==> config.mk <==
export PLATFORM = sky130hd
export DESIGN_NAME = pixie_dma_fetch_flat
export DESIGN_NICKNAME = d
export VERILOG_FILES = /design/src/rtl/pixie_pkg.sv /design/src/rtl/pixie_dma_fetch_if.sv /design/src/rtl/pixie_row_buffer.sv /design/src/rtl/pixie_dma_fetch.sv /design/src/flat_wrapper.sv
export SDC_FILE = /design/constraint.sdc
export NUM_CORES = 1
export LEC_CHECK = 0
export ABC_CLOCK_PERIOD_IN_PS = 4900
export BUFFER_PORTS_ARGS = -buffer_cell sky130_fd_sc_hd__buf_2
export CORE_UTILIZATION = 65
export CTS_BUF_LIST = sky130_fd_sc_hd__clkbuf_8
export CTS_CLUSTER_DIAMETER = 120
export CTS_CLUSTER_SIZE = 20
export DETAILED_ROUTE_END_ITERATION = 8
export GPL_TIMING_DRIVEN = 0
export PLACE_DENSITY = 0.92
export REMOVE_ABC_BUFFERS = 1
export SLEW_MARGIN = 20
export SYNTH_ARGS = -nofsm -noshare
export SYNTH_HDL_FRONTEND = slang
export SYNTH_SLANG_ARGS = --single-unit
==> constraint.sdc <==
create_clock -name clk -period 4.9 [get_ports clk]
set_input_delay 0.735 -clock clk [delete_from_list [all_inputs] [get_ports clk]]
set_output_delay 0.735 -clock clk [all_outputs]
set_load 0.05 [all_outputs]
==> src/rtl/pixie_pkg.sv <==
// Shared constants and types for the Studio II 1861-style video fetch path.
// The pixel serialiser imports the same constants.
package pixie_pkg;

  localparam int unsigned BYTES_PER_ROW  = 8;
  localparam int unsigned LINE_REPEAT    = 4;
  localparam int unsigned ROWS_PER_FRAME = 32;
  localparam logic [15:0] START_ADDR     = 16'h0900;
  localparam logic [1:0]  SC_DMA         = 2'b10;
  localparam int unsigned ROW_IDX_W      = 3;

  typedef enum logic [1:0] {
    StIdle,
    StArm,
    StFetch,
    StDone
  } fetch_state_e;

  // Advance a display-RAM address; the page (high byte) never changes.
  function automatic logic [15:0] next_addr(input logic [15:0] addr);
    return {addr[15:8], addr[7:0] + 8'd1};
  endfunction

endpackage

==> src/rtl/pixie_dma_fetch_if.sv <==
// CDP1802 bus-side signals seen by the DMA fetch stage.
// master = CPU side, slave = fetch stage.
interface pixie_dma_fetch_if;

  logic        clk_enable;
  logic [1:0]  SC;
  logic [7:0]  data_in;
  logic        DMAO;
  logic [15:0] mem_addr;

  modport master (
    output clk_enable,
    output SC,
    output data_in,
    input  DMAO,
    input  mem_addr
  );

  modport slave (
    input  clk_enable,
    input  SC,
    input  data_in,
    output DMAO,
    output mem_addr
  );

endinterface

==> src/rtl/pixie_row_buffer.sv <==
// Ping-pong row buffer: two banks of one display row each. One bank is
// written by the DMA fetch while the other is read combinationally.
module pixie_row_buffer
  import pixie_pkg::*;
(
  input  logic                 clk,
  input  logic                 we,
  input  logic                 wr_bank,
  input  logic [ROW_IDX_W-1:0] wr_idx,
  input  logic [7:0]           wr_data,
  input  logic                 rd_bank,
  input  logic [ROW_IDX_W-1:0] rd_idx,
  output logic [7:0]           rd_data
);

  localparam int unsigned Depth = 1 << ROW_IDX_W;

  logic [7:0] mem [2][Depth];

  // Storage is not reset; validity is tracked by the fetch controller.
  always_ff @(posedge clk) begin
    if (we) begin
      mem[wr_bank][wr_idx] <= wr_data;
    end
  end

  assign rd_data = mem[rd_bank][rd_idx];

endmodule

==> src/rtl/pixie_dma_fetch.sv <==
// Row-fetch stage for the 1861-style video generator: requests CPU DMA-out
// cycles once per displayed row group, captures the row into a ping-pong
// buffer and swaps banks when the row group ends.
module pixie_dma_fetch
  import pixie_pkg::fetch_state_e, pixie_pkg::StIdle, pixie_pkg::StArm,
         pixie_pkg::StFetch, pixie_pkg::StDone, pixie_pkg::SC_DMA,
         pixie_pkg::next_addr;
#(
  parameter int unsigned BYTES_PER_ROW  = pixie_pkg::BYTES_PER_ROW,
  parameter int unsigned LINE_REPEAT    = pixie_pkg::LINE_REPEAT,
  parameter int unsigned ROWS_PER_FRAME = pixie_pkg::ROWS_PER_FRAME,
  parameter logic [15:0] START_ADDR     = pixie_pkg::START_ADDR
) (
  input  logic             clk,
  input  logic             reset,
  pixie_dma_fetch_if.slave bus,
  input  logic             disp_on,
  input  logic             disp_off,
  input  logic             frame_start,
  input  logic             line_start,
  input  logic [2:0]       rd_idx,
  output logic [7:0]       row_byte,
  output logic             row_valid,
  output logic             display_enabled,
  output logic             overrun
);

  localparam int unsigned LineCntW = (LINE_REPEAT > 1) ? $clog2(LINE_REPEAT) : 1;
  localparam int unsigned RowCntW  = $clog2(ROWS_PER_FRAME + 1);
  localparam logic [2:0]          LastByte = 3'(BYTES_PER_ROW - 1);
  localparam logic [LineCntW-1:0] LastLine = LineCntW'(LINE_REPEAT - 1);
  localparam logic [RowCntW-1:0]  LastRow  = RowCntW'(ROWS_PER_FRAME - 1);

  fetch_state_e        state_q, state_d;
  logic [LineCntW-1:0] line_cnt_q, line_cnt_d;
  logic [RowCntW-1:0]  row_cnt_q, row_cnt_d;
  logic [2:0]          byte_cnt_q, byte_cnt_d;
  logic [15:0]         mem_addr_q, mem_addr_d;
  logic                wr_bank_q, wr_bank_d;
  logic                rd_bank_q, rd_bank_d;
  logic                row_valid_q, row_valid_d;
  logic                overrun_q, overrun_d;
  logic                disp_en_q, disp_en_d;
  logic                dmao_q, dmao_d;

  logic dma_cycle, capture, row_full, line_wrap, buf_we;

  // Display enable strobes; disp_on wins when both arrive together.
  always_comb begin
    disp_en_d = disp_en_q;
    if (bus.clk_enable) begin
      if (disp_on) begin
        disp_en_d = 1'b1;
      end else if (disp_off) begin
        disp_en_d = 1'b0;
      end
    end
  end

  assign dma_cycle = bus.clk_enable && (bus.SC == SC_DMA);
  assign line_wrap = (line_cnt_q == LastLine);

  // Fetch FSM next-state, counters, bank swap and DMA request.
  always_comb begin
    state_d     = state_q;
    line_cnt_d  = line_cnt_q;
    row_cnt_d   = row_cnt_q;
    byte_cnt_d  = byte_cnt_q;
    mem_addr_d  = mem_addr_q;
    wr_bank_d   = wr_bank_q;
    rd_bank_d   = rd_bank_q;
    row_valid_d = row_valid_q;
    overrun_d   = overrun_q;
    buf_we      = 1'b0;
    capture     = 1'b0;
    row_full    = 1'b0;

    if (!disp_en_d) begin
      // Disabling drops straight to idle; buffer contents are kept but invalid.
      state_d     = StIdle;
      row_valid_d = 1'b0;
      line_cnt_d  = '0;
      row_cnt_d   = '0;
      byte_cnt_d  = '0;
      mem_addr_d  = START_ADDR;
    end else if (frame_start) begin
      // Frame start restarts the frame from any state and masks line_start.
      state_d     = StArm;
      row_valid_d = 1'b0;
      line_cnt_d  = '0;
      row_cnt_d   = '0;
      byte_cnt_d  = '0;
      mem_addr_d  = START_ADDR;
    end else begin
      capture  = (state_q == StFetch) && dma_cycle;
      row_full = capture && (byte_cnt_q == LastByte);
      if (capture) begin
        buf_we     = 1'b1;
        byte_cnt_d = byte_cnt_q + 3'd1;
        mem_addr_d = next_addr(mem_addr_q);
        if (row_full) begin
          state_d = StDone;
        end
      end

      if (line_start && (state_q != StIdle)) begin
        line_cnt_d = line_wrap ? '0 : line_cnt_q + 1'b1;
        case (state_q)
          StArm: begin
            if (line_cnt_q == '0) begin
              state_d = StFetch;
            end
          end
          StFetch, StDone: begin
            if (line_wrap) begin
              // End of row group: swap banks whether or not the row finished.
              rd_bank_d  = wr_bank_q;
              wr_bank_d  = ~wr_bank_q;
              byte_cnt_d = '0;
              row_cnt_d  = row_cnt_q + 1'b1;
              if ((state_q == StDone) || row_full) begin
                row_valid_d = 1'b1;
              end else begin
                row_valid_d = 1'b0;
                overrun_d   = 1'b1;
              end
              if (row_cnt_q == LastRow) begin
                state_d    = StIdle;
                row_cnt_d  = '0;
                mem_addr_d = START_ADDR;
              end else begin
                state_d = StFetch;
              end
            end
          end
          default: ;
        endcase
      end
    end

    dmao_d = (state_d != StFetch);
  end

  // State and datapath registers.
  always_ff @(posedge clk or negedge reset) begin
    if (!reset) begin
      state_q     <= StIdle;
      line_cnt_q  <= '0;
      row_cnt_q   <= '0;
      byte_cnt_q  <= '0;
      mem_addr_q  <= START_ADDR;
      wr_bank_q   <= 1'b0;
      rd_bank_q   <= 1'b0;
      row_valid_q <= 1'b0;
      overrun_q   <= 1'b0;
      disp_en_q   <= 1'b0;
      dmao_q      <= 1'b1;
    end else begin
      state_q     <= state_d;
      line_cnt_q  <= line_cnt_d;
      row_cnt_q   <= row_cnt_d;
      byte_cnt_q  <= byte_cnt_d;
      mem_addr_q  <= mem_addr_d;
      wr_bank_q   <= wr_bank_d;
      rd_bank_q   <= rd_bank_d;
      row_valid_q <= row_valid_d;
      overrun_q   <= overrun_d;
      disp_en_q   <= disp_en_d;
      dmao_q      <= dmao_d;
    end
  end

  pixie_row_buffer u_row_buffer (
    .clk     (clk),
    .we      (buf_we),
    .wr_bank (wr_bank_q),
    .wr_idx  (byte_cnt_q),
    .wr_data (bus.data_in),
    .rd_bank (rd_bank_q),
    .rd_idx  (rd_idx),
    .rd_data (row_byte)
  );

  assign bus.DMAO        = dmao_q;
  assign bus.mem_addr    = mem_addr_q;
  assign row_valid       = row_valid_q;
  assign display_enabled = disp_en_q;
  assign overrun         = overrun_q;

endmodule

==> src/flat_wrapper.sv <==
// flat-port wrapper written by rule: the top's interface ports become plain ports
module pixie_dma_fetch_flat import pixie_pkg::fetch_state_e, pixie_pkg::StIdle, pixie_pkg::StArm,
         pixie_pkg::StFetch, pixie_pkg::StDone, pixie_pkg::SC_DMA,
         pixie_pkg::next_addr;
#(
  parameter int unsigned BYTES_PER_ROW  = pixie_pkg::BYTES_PER_ROW,
  parameter int unsigned LINE_REPEAT    = pixie_pkg::LINE_REPEAT,
  parameter int unsigned ROWS_PER_FRAME = pixie_pkg::ROWS_PER_FRAME,
  parameter logic [15:0] START_ADDR     = pixie_pkg::START_ADDR
)
  (clk, reset, disp_on, disp_off, frame_start, line_start, rd_idx, row_byte, row_valid, display_enabled, overrun, bus_clk_enable, bus_SC, bus_data_in, bus_DMAO, bus_mem_addr);
  pixie_dma_fetch_if bus_i ();
  input  logic clk;
  input  logic reset;
  input  logic disp_on;
  input  logic disp_off;
  input  logic frame_start;
  input  logic line_start;
  input  logic [2:0] rd_idx;
  output logic [7:0] row_byte;
  output logic row_valid;
  output logic display_enabled;
  output logic overrun;
  input wire logic [$bits(bus_i.clk_enable)-1:0] bus_clk_enable;
  input wire logic [$bits(bus_i.SC)-1:0] bus_SC;
  input wire logic [$bits(bus_i.data_in)-1:0] bus_data_in;
  output wire logic [$bits(bus_i.DMAO)-1:0] bus_DMAO;
  output wire logic [$bits(bus_i.mem_addr)-1:0] bus_mem_addr;
  assign bus_i.clk_enable = bus_clk_enable;
  assign bus_i.SC = bus_SC;
  assign bus_i.data_in = bus_data_in;
  assign bus_DMAO = bus_i.DMAO;
  assign bus_mem_addr = bus_i.mem_addr;
  pixie_dma_fetch #(.BYTES_PER_ROW(BYTES_PER_ROW), .LINE_REPEAT(LINE_REPEAT), .ROWS_PER_FRAME(ROWS_PER_FRAME), .START_ADDR(START_ADDR)) u_core (.clk(clk), .reset(reset), .bus(bus_i), .disp_on(disp_on), .disp_off(disp_off), .frame_start(frame_start), .line_start(line_start), .rd_idx(rd_idx), .row_byte(row_byte), .row_valid(row_valid), .display_enabled(display_enabled), .overrun(overrun));
endmodule
==> Word-level counts from Yosys, hierarchy flattened <==
Memories as Yosys holds them, arrays and structs flattened.
Index checks and enable logic that the tools add are counted.
Widths: inputs -> output; s select.
{ "op_classes": {"mux": 51, "bitwise": 5, "addsub": 4, "n_eq_ne": 11, "n_reduce_logical": 12, "n_lt_le_gt_ge": 3} }
{ "op_table": {"columns": ["operator", "count"], "rows": [
  ["$mux 16", 6],
  ["$mux 64", 1],
  ["$mux 6", 6],
  ["$mux 8", 4],
  ["$bmux 8 s3", 1],
  ["$demux 8 s3", 1],
  ["$mux 2", 12],
  ["$mux 3", 6],
  ["$mux 1", 13],
  ["$ne 3x3->1 const B", 3],
  ["$add 8x1->8 const B", 1],
  ["$eq 2x2->1 const B", 4],
  ["$ge 4x4->1 const B", 2],
  ["$not 3->4", 2],
  ["$add 6x1->6 const B", 1],
  ["$eq 6x5->1 const B", 1],
  ["$reduce_and 6->1", 1],
  ["$logic_and 1x1->1", 5],
  ["$reduce_and 5->1", 1],
  ["$lt 4x1->1 const B", 1],
  ["$pmux 2 s2", 1],
  ["$add 3x1->3 const B", 1],
  ["$eq 3x3->1 const B", 1],
  ["$not 1->1", 3],
  ["other kinds (8)", 8]
]} }
{ "word_totals": {"ram_bits": 128, "register_bits": 35, "n_memories": 1, "wordCells": 98, "out_inout_bits": 28} }
{ "mem_list": {"columns": ["name", "words", "width", "read_ports", "rd_clocked_by_memory_dff", "write_ports", "line", "text"], "rows": [
  ["u_core.u_row_buffer.mem", 2, 64, 1, 0, 1, "pixie_row_buffer.sv:18", "logic [7:0] mem [2][Depth];"]
]} }

==> Depth between registers and ports, before layout <==
{ "logic_depth": {"ltp_word": 12, "ltp_mapped": 6, "mapped_depth_nobuf": 6} }

==> Hierarchy <==
From an unflattened synthesis, not the netlist that was laid out.
{ "hier_totals": {"cells_unflattened": 371, "area_unflattened_um2": 6436.2} }
{ "modules_own_cells": {"columns": ["mod", "cells_per_inst", "instances", "area_per_inst_um2"], "rows": [
  ["pixie_row_buffer", 226, 1, 5009.8],
  ["pixie_dma_fetch", 145, 1, 1426.4]
]} }

==> Worst setup path after synthesis <==
No wires, ideal clock.
{ "synth_timing": {"kind": "input to register", "from": "input disp_off", "to": "memory u_core.u_row_buffer.mem[0][24] (netlist name), enable pin", "n_path_buf": 0, "path_stages": 4, "slack_ns": 2.237, "t_arrival_ns": 2.268, "path_cell_list": "a21bo_2 > a21oi_4 > nand3_1 > nor4_1"} }
{ "synth_between": {"elab_chain_cells": 6} }
{ "synth_lines": {"columns": ["element", "line", "text"], "rows": [
  ["start, declared", "flat_wrapper.sv:16", "input logic disp_off;"],
  ["$mux 1", "pixie_dma_fetch.sv:54", "end else if (disp_off) begin"],
  ["$mux 1", "pixie_dma_fetch.sv:52", "if (disp_on) begin"],
  ["$mux 1", "pixie_dma_fetch.sv:51", "if (bus.clk_enable) begin"],
  ["$mux 1", "pixie_dma_fetch.sv:78", "if (!disp_en_d) begin"],
  ["$mux 1", "pixie_row_buffer.sv:22", "if (we) begin"],
  ["$mux 64 (not written as such)", "pixie_row_buffer.sv:23", "mem[wr_bank][wr_idx] <= wr_data;"],
  ["end, declared", "pixie_row_buffer.sv:18", null]
]} }
Every way passes these cells.

==> Worst setup path in the final report <==
{ "layout_timing": {"from": "register u_core.rd_bank_q", "to": "output row_byte[0]"} }
{ "layout_between": {"elab_chain_cells": 4} }
{ "layout_lines": {"columns": ["element", "line", "text"], "rows": [
  ["start, declared", "pixie_dma_fetch.sv:40", "logic rd_bank_q, rd_bank_d;"],
  ["start signal, assigned", "pixie_dma_fetch.sv:165", "rd_bank_q <= rd_bank_d;"],
  ["$mem_v2 2x64", null, null],
  ["$bmux 8 s3", "pixie_row_buffer.sv:27", "assign rd_data = mem[rd_bank][rd_idx];"],
  ["$mux 8 (not written as such) (2 in series)", "pixie_row_buffer.sv:27", null],
  ["end, declared", "flat_wrapper.sv:20", "output logic [7:0] row_byte;"]
]} }
Every way passes these cells. The select of a mux whose other input is x is not followed.

==> flow_summary.json <==
{
  "setup_tns_ns": 0,
  "synthMuxAreaShare_pct": 12.1,
  "cts_resized": 0,
  "synth_edf_count": 128,
  "grt_max_degree": 33,
  "power_frac_seq_pct": 55.6,
  "pre_cts_ws_ns": 1.74,
  "ant_nets": 0,
  "clock-sinks": 156,
  "layout-drive-gt1-share_pct": 29.2,
  "netlist_top_cells_area": "edfxtp_1, mux4_2, dfrtp_1",
  "drc": 0,
  "antenna_found_initial": 0,
  "portBuffers": 41,
  "wl_um": 12000,
  "multiInputGateArea_mm2": 0.00174,
  "required_ns": 4.16,
  "yosys.area_share.simple_pct": 7.54,
  "rsz0062_at_grt": "false",
  "max_freq_mhz": 296,
  "comb_power_share_pct": 4.9,
  "max_stage_delay_ns": 0.73,
  "hold_path_class": "in2async",
  "seq_area_mm2": 0.00455,
  "p_leak_nw": 2.48,
  "nets": 437,
  "drt-pass1-iter-count": 5,
  "grtUsageTotal_pct": 25.8,
  "synth_top_family_by_area": "multiplexers",
  "hold_violations": 0,
  "synth_fa_ha_area_share_pct": 1.17,
  "hold-worst-slack_ns": 0.289,
  "path_buf_inv": 2,
  "synthArstFlopShare_pct": 17.9,
  "num-fill-cells": 553,
  "insertion_delay_ns": 0.44,
  "worstMarginPinSlew_ns": 1.04,
  "holdBufCountCts": 0,
  "synthTopCellsByCount": "edfxtp_1, mux4_2, nor2_1, dfrtp_1, nand2_1",
  "coreArea_mm2": 0.00937,
  "clk_pin_slew_ns": 0.09,
  "fin_crit_sh_pct": 69.0,
  "detail_route.wl_per_cell_um": 21.7,
  "fin_ws_ns": 1.52,
  "power.net_switching_mw": 0.570,
  "gp_congestion": 0.758,
  "drt-initial-drc-count": 252,
  "dieHeight_um": 101,
  "finalSetupViolCount": 0,
  "grt_pass1_vias": 3516,
  "cap_viol_max_count": 0,
  "ir_worst_vdd_mv": 0.195,
  "skew_ns": 0.00963,
  "cp.arrival_ns": 2.65,
  "post_cts.repair.setup_buffers": 0,
  "root_buffer": "clkbuf_8",
  "yosysMostFrequentCell": "edfxtp_1",
  "layout_min_cycle_time_ns": 3.38,
  "worstPathCellList": "buf_12 > mux4_2 > a22oi_1 > nand2_1 > buf_2",
  "setup.worst_path.class": "reg2out",
  "sw_frac_of_total_pct": 22.0,
  "vias": 3470,
  "netlist_area_mm2": 0.00639,
  "pwr-share-clk_pct": 39.5,
  "seq_area_frac_synth_pct": 71.2,
  "slew_headroom_pct": 30.1,
  "startpoint_type": "register",
  "grt_overflow": 0,
  "p_per_area_mw_per_mm2": 364,
  "htreeDepth": 4,
  "outcome": "finished clean",
  "crit_path_end_kind": "output port",
  "syn_to_final_growth_pct": 11.6,
  "cts_tree": "built",
  "numCtsBuffers": 17,
  "post-dp-hpwl_um": 7840,
  "synthXorXnorAreaFrac_pct": 1.51,
  "viasPerCell": 6.27,
  "p_int_mw": 2.03,
  "final_core_util_pct": 76.1,
  "synthFlopType": "edfxtp_1",
  "synth_area_per_cell_um2": 17.5,
  "yosysWarnings": 0,
  "yosys_register_bits": 156,
  "syn_inst": 366,
  "drv_slew": 0,
  "pin_count": 48,
  "netlist.area_leader.share_pct": 60.2,
  "synth.distinct_cells": 48,
  "dieWidth_um": 101,
  "start_util_pct": 68.2,
  "cts_buffer_depth": 2,
  "num_antenna_cells": 0,
  "crit_fanout": 18,
  "die_area_mm2": 0.0102,
  "synth_compound_area_share_pct": 4.27,
  "ff2ff_setup_slack_ns": 2.23,
  "synth_top_area_cell": "edfxtp_1",
  "grt_pass1_wl_um": 18600,
  "cp_top_family": "flip-flops",
  "fp-row-count": 35,
  "cp_slowest_cell": "dfrtp_2"
}
==> path summary, 6_finish.rpt <==
path,startpoint,end,cells after the start
worst max-delay path,u_core.rd_bank_q$_DFFE_PN0P_,row_byte[0],5
worst min-delay path,reset,u_core.line_cnt_q[1]$_DFFE_PN0P_,1
worst max register to register,u_core.state_q[1]$_DFF_PN0_,u_core.u_row_buffer.mem[0][14]$_DFFE_PP_,4
worst min register to register,u_core.overrun$_DFFE_PN0P_,u_core.overrun$_DFFE_PN0P_,1
max in group asynchronous,reset,u_core.rd_bank_q$_DFFE_PN0P_,1
min in group clk,u_core.overrun$_DFFE_PN0P_,u_core.overrun$_DFFE_PN0P_,1
==> cells in the final DEF (no fill, tap or decap), types with 5 or more instances in the layout <==
| cell type | n |
|---|---|
| edfxtp_1 | 128 |
| buf_2 | 41 |
| mux4_2 | 32 |
| nor2_1 | 31 |
| dfrtp_1 | 25 |
| nand2_1 | 21 |
| clkbuf_8 | 17 |
| a22oi_1 | 16 |
| xnor2_1 | 8 |
| o21ai_0 | 6 |
| a21oi_1 | 6 |
| ha_1 | 6 |
| conb_1 | 6 |
| nand3b_1 | 5 |
==> kinds of logic (layout without fill, tap and decap cells) <==
group	count (synthesis)	count (layout)
mux	37	37
compound gates	38	38
xor+xnor	11	11
fa+ha+maj	6	6
other cells	1	6
simple gates	92	92
flops	156	156
buf+inv	25	78
==> power groups by stage <==
| stage | sequential, mW | combinational [mW] | clock, mW |
|---|---|---|---|
| 2_1_floorplan | 1.48 | 0.0706 | 0 |
| 3_3_place_gp | 1.47 | 0.122 | 0 |
| 3_5_place_dp | 1.47 | 0.129 | 0 |
| 4_1_cts | 1.44 | 0.129 | 1.03 |
| 5_1_grt | 1.44 | 0.137 | 1.08 |
| 6_report | 1.44 | 0.128 | 1.02 |
==> per-layer routing <==
layer | up-vias | share of wire (%) | global-route usage, %
met5 | - | 0 | 0
met4 | 0 | 2.4 | 9.81
met3 | 28 | 6.6 | 6.83
met2 | 183 | 51 | 43.4
met1 | 1742 | 40 | 32.6
li1 | 1517 | - | -
==> registers in the layout (all words and copies together) (netlist names) <==
name,cells
u_core.wr_bank_q,1
u_core.overrun,1
u_core.u_row_buffer.mem,128
u_core.byte_cnt_q,3
u_core.row_valid,1
u_core.rd_bank_q,1
u_core.state_q,2
u_core.bus.DMAO,1
u_core.display_enabled,1
u_core.bus.mem_addr,9
u_core.line_cnt_q,2
u_core.row_cnt_q,6
==> cell type report <==
type                    count  share of cell area, %
clock buffers              17                   3.28
clock inverters            15                   2.75
inverters                   2                  0.105
multi-input cells         190                   24.4
flip-flops and latches    156                   63.8
well taps                 129                   2.26
repair buffers             44                   3.37
==> through the flow <==
stage          cell area [µm²]  power [mW]  cells
2_1_floorplan             6270        1.55    348
3_3_place_gp              6640        1.60    518
3_5_place_dp              6700        1.60    521
4_1_cts                   7130        2.60    553
5_1_grt                   7130        2.66    553
6_report                  7130        2.60    553
Note: power is estimated with default switching activity, not from simulation.
